File: src/rtl/shift_seq_pkg.sv
// shift_seq_pkg: command opcodes and FSM state encoding shared by the shift sequencer.
package shift_seq_pkg;
  localparam logic [1:0] OP_LOAD     = 2'b00;
  localparam logic [1:0] OP_SHR      = 2'b01;
  localparam logic [1:0] OP_SHL      = 2'b10;
  localparam logic [1:0] OP_LOAD_SHR = 2'b11;
  typedef enum logic [1:0] {IDLE = 2'b00, LOAD = 2'b01, SHIFT = 2'b10, DONE = 2'b11} state_t;
endpackage

File: src/rtl/shift_sequencer.sv
// shift_sequencer: expands load/shift commands into timed load/rs/ls strobes for a shift register.
module shift_sequencer
  import shift_seq_pkg::*;
#(
  parameter int WIDTH = 4,
  parameter int CNT_W = 3
) (
  input  logic             clk,
  input  logic             clr,
  input  logic             cmd_valid,
  output logic             cmd_ready,
  input  logic [1:0]       cmd_op,
  input  logic [WIDTH-1:0] cmd_data,
  input  logic [CNT_W-1:0] cmd_count,
  output logic             load,
  output logic             rs,
  output logic             ls,
  output logic [WIDTH-1:0] d,
  output logic             busy,
  output logic             done
);
  state_t           state_q, state_d;
  logic [1:0]       op_q, op_d;
  logic [CNT_W-1:0] rem_q, rem_d;
  logic [WIDTH-1:0] d_q, d_d;
  logic             has_load;
  assign has_load = cmd_op == OP_LOAD || cmd_op == OP_LOAD_SHR;
  always_comb begin
    state_d = state_q;
    op_d    = op_q;
    rem_d   = rem_q;
    d_d     = d_q;
    case (state_q)
      IDLE: if (cmd_valid) begin
        op_d    = cmd_op;
        rem_d   = cmd_op == OP_LOAD ? '0 : cmd_count;
        d_d     = has_load ? cmd_data : d_q;
        state_d = has_load ? LOAD : (cmd_count != '0 ? SHIFT : DONE);
      end
      LOAD: state_d = (op_q == OP_LOAD_SHR && rem_q != '0) ? SHIFT : DONE;
      SHIFT: begin
        rem_d   = rem_q - 1'b1;
        state_d = rem_q == CNT_W'(1) ? DONE : SHIFT;
      end
      default: state_d = IDLE;
    endcase
  end
  always_ff @(posedge clk) begin
    if (clr) begin
      state_q <= IDLE;
      op_q    <= OP_LOAD;
      rem_q   <= '0;
      d_q     <= '0;
    end else begin
      state_q <= state_d;
      op_q    <= op_d;
      rem_q   <= rem_d;
      d_q     <= d_d;
    end
  end
  assign cmd_ready = state_q == IDLE;
  assign busy      = state_q != IDLE;
  assign done      = state_q == DONE;
  assign load      = state_q == LOAD;
  assign rs        = state_q == SHIFT && op_q != OP_SHL;
  assign ls        = state_q == SHIFT && op_q == OP_SHL;
  assign d         = d_q;
endmodule

File: config.mk
export PLATFORM = sky130hd
export DESIGN_NAME = shift_sequencer
export DESIGN_NICKNAME = d
export VERILOG_FILES = /design/src/rtl/shift_seq_pkg.sv /design/src/rtl/shift_sequencer.sv
export SDC_FILE = /design/constraint.sdc
export NUM_CORES = 1
export LEC_CHECK = 0
export CAP_MARGIN = 20
export CELL_PAD_IN_SITES_DETAIL_PLACEMENT = 1
export CELL_PAD_IN_SITES_GLOBAL_PLACEMENT = 1
export CORE_MARGIN = 1.5
export CORE_UTILIZATION = 35
export CTS_BUF_LIST = sky130_fd_sc_hd__clkbuf_8 sky130_fd_sc_hd__clkbuf_16
export CTS_CLUSTER_DIAMETER = 150
export DETAILED_ROUTE_END_ITERATION = 8
export GPL_TIMING_DRIVEN = 0
export PLACE_DENSITY_LB_ADDON = 0.1
export SYNTH_ARGS = -nofsm -noshare
export SYNTH_HDL_FRONTEND = slang
export SYNTH_SLANG_ARGS = --single-unit
export TNS_END_PERCENT = 5
File: constraint.sdc
create_clock -name clk -period 3.2 [get_ports clk]
set_clock_uncertainty 0.05 [all_clocks]
set_input_delay 0.96 -clock clk [delete_from_list [all_inputs] [get_ports clk]]
set_output_delay 0.96 -clock clk [all_outputs]
set_load 0.05 [all_outputs]
## Word-level counts from Yosys, hierarchy flattened

Index checks and enable logic that the tools add are counted.
Widths: inputs -> output; s select.

- Reduce and logical (&&, ||, !) cells: 13
- Equality and inequality tests: 9
- Multiplexer cells: 9
- $add $sub $neg: 1

Operators with widths:

| kind | count |
|---|---|
| $eq 2x2->1 const B | 5 |
| $mux 3 | 2 |
| $pmux 2 s3 | 1 |
| $pmux 3 s2 | 1 |
| $reduce_bool 3->1 | 2 |
| $logic_not 2->1 | 2 |
| $mux 2 | 2 |
| $ne 2x2->1 const B | 2 |
| $reduce_and 2->1 | 2 |
| $reduce_bool 2->1 | 2 |
| $eq 3x1->1 const B | 1 |
| $logic_and 1x1->1 | 3 |
| $mux 1 | 3 |
| $reduce_and 3->1 | 1 |
| $sub 3x1->3 const B | 1 |
| $eq 2x1->1 const B | 1 |
| $logic_or 1x1->1 | 1 |

- Flip-flop bits (word level): 11
- Input bits: 12
- Word-level logic and storage cells: 36
- Output and inout port bits: 10

## Depth between registers and ports, before layout

- Depth in word-level cells: 5
- Mapped depth: 6
- Depth with buffers taken out: 6

## Worst setup path before layout

OpenSTA, ideal clock, no wires.

- Path type: reg-to-output
- Start: register state_q[0]
- End: output rs
- Slack: 0.346 ns
- Cell stages (with the launch flop): 5
- Data arrival time: 1.844 ns
- Cell sequence: dfxtp_1 > inv_1 > ha_1 > buf_2 > a21boi_0

- Longest elaborated chain between the ends: 2

RTL lines:

| what | RTL line | RTL |
|---|---|---|
| start, declared | shift_sequencer.sv:22 | `state_t state_q, state_d;` |
| start signal, assigned | shift_sequencer.sv:55 | `state_q <= state_d;` |
| $eq 2x2->1 | shift_sequencer.sv:65 | `assign rs = state_q == SHIFT && op_q != OP_SHL;` |
| $logic_and 1x1->1 | shift_sequencer.sv:65 |  |
| end, declared | shift_sequencer.sv:16 | `output logic rs,` |

Every way passes these cells.

## Worst setup path in the final report

- Start: register state_q[0]
- End: output busy

- Longest elaborated chain between the ends: 1

RTL lines:

| what | RTL line | RTL |
|---|---|---|
| $reduce_bool 2->1 | shift_sequencer.sv:62 | `assign busy = state_q != IDLE;` |
| end, declared | shift_sequencer.sv:19 | `output logic busy,` |

Every way passes these cells.

==> metrics.log <==
[metrics] run status: completed
[metrics] netlist area before placement: 713 um2
[metrics] standard cell area after detailed placement: ~960 um2
[metrics] synthesized instance count: 80
[metrics] average size of a mapped cell: 8.91 um2
[metrics] initial antenna violation count: 0
[metrics] setup repair after global routing missed its margin: no
[metrics] kind of start point of the critical path: register
[metrics] gr usage total: 18.9%
[metrics] data arrival time of the worst path: just over 2 ns
[metrics] fraction of the mapped netlist area in compound gates: 12.5%
[metrics] slew at the pin with the worst max-slew slack: 0.503 ns
[metrics] die boundary width: between 40 and 50 um
[metrics] multiplexer share of the synthesized area: 7.54%
[metrics] EDFF count, synth: 0
[metrics] ratio of routed vias to standard cells: 4.92
[metrics] Synth area leaders: sky130_fd_sc_hd__dfxtp_1, sky130_fd_sc_hd__ha_1, sky130_fd_sc_hd__mux2i_1
[metrics] ys async rst share: 0%
[metrics] required time of the critical path: about 2.2 ns
[metrics] number of I/O port buffers: 21
[metrics] leakage dissipation: about 0.46 nW
[metrics] Total Wirelength: between 1500 and 2000 um
[metrics] Std-Cell Rows: 16
[metrics] Core Area: approximately 2000 um2
[metrics] Clock Path Buffers: 2
[metrics] count of unresolved DRC violations after routing: 0
[metrics] CTS clock-pin slew for the worst setup and hold paths: around 0.06 ns
[metrics] largest family of logic cells by synthesized area: simple AND/OR/NAND/NOR gates
[metrics] TritonCTS clock tree: yes
[metrics] TritonCTS buffer count: 3
[metrics] total number of vias: 650
[metrics] final hold violations: 0
[metrics] count of max-cap constraint violations: 0
[metrics] Synth Area in Adders: 14.0%
[metrics] number of different library cells in the post-synthesis netlist: 33
[metrics] count of nets after finishing: ~130
[metrics] Crit-path slowest cell: sky130_fd_sc_hd__clkdlybuf4s50_1
[metrics] count of TritonRoute iterations in the first routing pass: 4
[metrics] setup total negative slack: 0 ns
[metrics] count of H-tree levels built during CTS: 1
[metrics] basic-gate share of the synthesized area counting and, or, nand and nor cells: 26.5%
[metrics] DRT iter0 DRCs: 6
[metrics] Worst path top cell family by delay: buffers and inverters
[metrics] most used flip-flop cell after synthesis: sky130_fd_sc_hd__dfxtp_1
[metrics] worst ir drop on vdd: 0.358 mV
[metrics] layout overhead on the synthesized area: 40.9%
[metrics] clock net sink count: 11
[metrics] fraction of the yosys area taken by sequential cells: 30.9%
[metrics] crit path max fanout: 10
[metrics] Critical Setup Path Class: register to output pin
[metrics] proportion of layout cells with a drive suffix above 1: 8.57%
[metrics] placed wire-length estimate: 1340 um
[metrics] type of the most critical hold path: register to register
[metrics] fraction of synthesized cell area in xor and xnor cells: 0%
[metrics] library cell occupying the most area in the post-synthesis netlist: sky130_fd_sc_hd__dfxtp_1
[metrics] Crit path buffers/inverters: 4
[metrics] number of setup buffers added after CTS: 0
[metrics] per-cell routed wire length: about 14 um
[metrics] Non-Filler Cell Area, Final: 1000 um2
[metrics] number of synthesized register bits: 11
[metrics] Die Ht: 48.1 um
[metrics] initial core utilization: approximately 37%
[metrics] Critical Path Sink Type: output pin
[metrics] global-route wire length before repair: 2960 um
[metrics] largest net degree at the start of global routing: 11
[metrics] net count after synthesis: 100
[metrics] minimum period implied by the final worst setup slack: 3.06 ns
[metrics] number of nets with antenna violations after routing: 0
[metrics] I/O pin total: 22
[metrics] peak per-stage delay on the critical path: 0.79 ns
[metrics] Worst-Skew Late Latency: 0.24 ns
[metrics] number of warnings reported in the yosys synthesis log: 0
[metrics] Max-Slew Margin vs Limit: between 60% and 70%
[metrics] count of antenna diodes in the layout: 0
[metrics] Total Die Area: around 2300 um2
[metrics] power per standard cell area: 785 nW/um2
[metrics] pins over their slew limit: 0
[metrics] Synth top area share: roughly 31%
[metrics] most common library cells after synthesis: sky130_fd_sc_hd__dfxtp_1, sky130_fd_sc_hd__inv_1, sky130_fd_sc_hd__ha_1
[metrics] routability cong.: 0.745
[metrics] GRT Residual Overflow: 0
[metrics] part of the cycle the worst path needs: 95.7%
[metrics] cell at the root of the clock tree: sky130_fd_sc_hd__clkbuf_8
[metrics] number of endpoints failing setup at the final stage: 0
[metrics] via count of the first global-routing pass: 669
[metrics] CP cell instances: inv_1, ha_1, buf_4, inv_1, clkdlybuf4s50_1
[metrics] maximum achievable frequency: 327 MHz
[metrics] most common cell in the synthesized netlist: sky130_fd_sc_hd__dfxtp_1
[metrics] dominant cell type by count on the critical path: sky130_fd_sc_hd__inv_1
==> cell families (layout without fill, tap and decap cells) <==
family,after synthesis,in the layout
flip-flops,11,11
adder cells (fa/ha/maj),8,8
AND/OR/NAND/NOR,29,29
buffers and inverters,13,38
multiplexers,5,5
AO/OA/AOI/OAI,14,14
==> flip-flops by register name, summed over array words and instances, names as in the netlist <==
signal and count:
state_q 2, d 4, op_q 2, rem_q 3
==> final timing paths <==
path                                  from       to  slack [ns]  cells after the start
worst min-delay path               op_q[0]  op_q[0]        0.43                      2
worst max-delay path            state_q[0]     busy        0.14                      5
worst max register to register  state_q[0]     d[2]        1.58                      6
worst min register to register     op_q[0]  op_q[0]        0.43                      2
==> per-stage QoR <==
stage	total power, W	std cells	hold WS, ns	util (%)	setup slack, ns
2_1_floorplan	0.000519	80	0.400	-	0.346
3_3_place_gp	0.000641	128	0.418	49.3	0.428
3_5_place_dp	0.000649	128	0.426	49.3	0.421
4_1_cts	0.000799	132	0.433	51.6	0.0968
5_1_grt	0.000844	132	0.475	51.7	0.0721
6_report	0.000788	132	0.430	51.7	0.138
==> power breakdown <==
part / internal, W / switching [W] / leakage, nW
Combinational: 0.000177 / 0.000273 / 0.340
Clock: 0.0000845 / 0.0000571 / 0.0269
Sequential: 0.000171 / 0.0000259 / 0.0904
Total: 0.000432 / 0.000356 / 0.457
==> repair_timing <==
item                       in CTS  in global routing
gates resized for setup         0                  1
setup endpoints to repair       0                  1
hold buffers                    0                  0
==> cell type report <==
class	instances	area, um2
Clock inverter	1	3.75
Inverter	9	33.8
Multi-Input combinational cell	56	432
Clock buffer	3	41.3
Buffer	4	27.5
Sequential cell	11	220
Fill cell	252	937
Timing Repair Buffer	21	213
Tap cell	27	33.8
==> cells in the final DEF, fill, tap and decap left out, drive strengths merged <==
master and n:
a211o 1, a211oi 2, a21boi 1, a21oi 4, a31oi 1, a32oi 1, and2b 2, and3 1
and3b 1, and4bb 1, buf 3, clkbuf 4, clkdlybuf4s50 20, dfxtp 11, dlymetal6s2s 1, ha 8
inv 10, mux2i 5, nand2 3, nand2b 2, nand3 3, nand3b 3, nor2 4, nor2b 2
nor3 2, nor3b 2, nor4bb 2, o21ai 3, o31ai 1, or3b 1
==> worst min-delay path, delay by kind of cell (launching register included) <==
family | cells | cell delay, ns
simple gates | 1 | 0.06
compound gates | 1 | 0.05
flops | 1 | 0.32
==> layer usage <==
metal	vias to the layer above	track usage [%]	routed length (um)
li1	325	-	-
met1	307	23.4	841
met2	14	31.8	950
met3	4	2.22	63
met4	0	9.73	42
met5	-	0	0
Power figures use the tool's default switching activity.
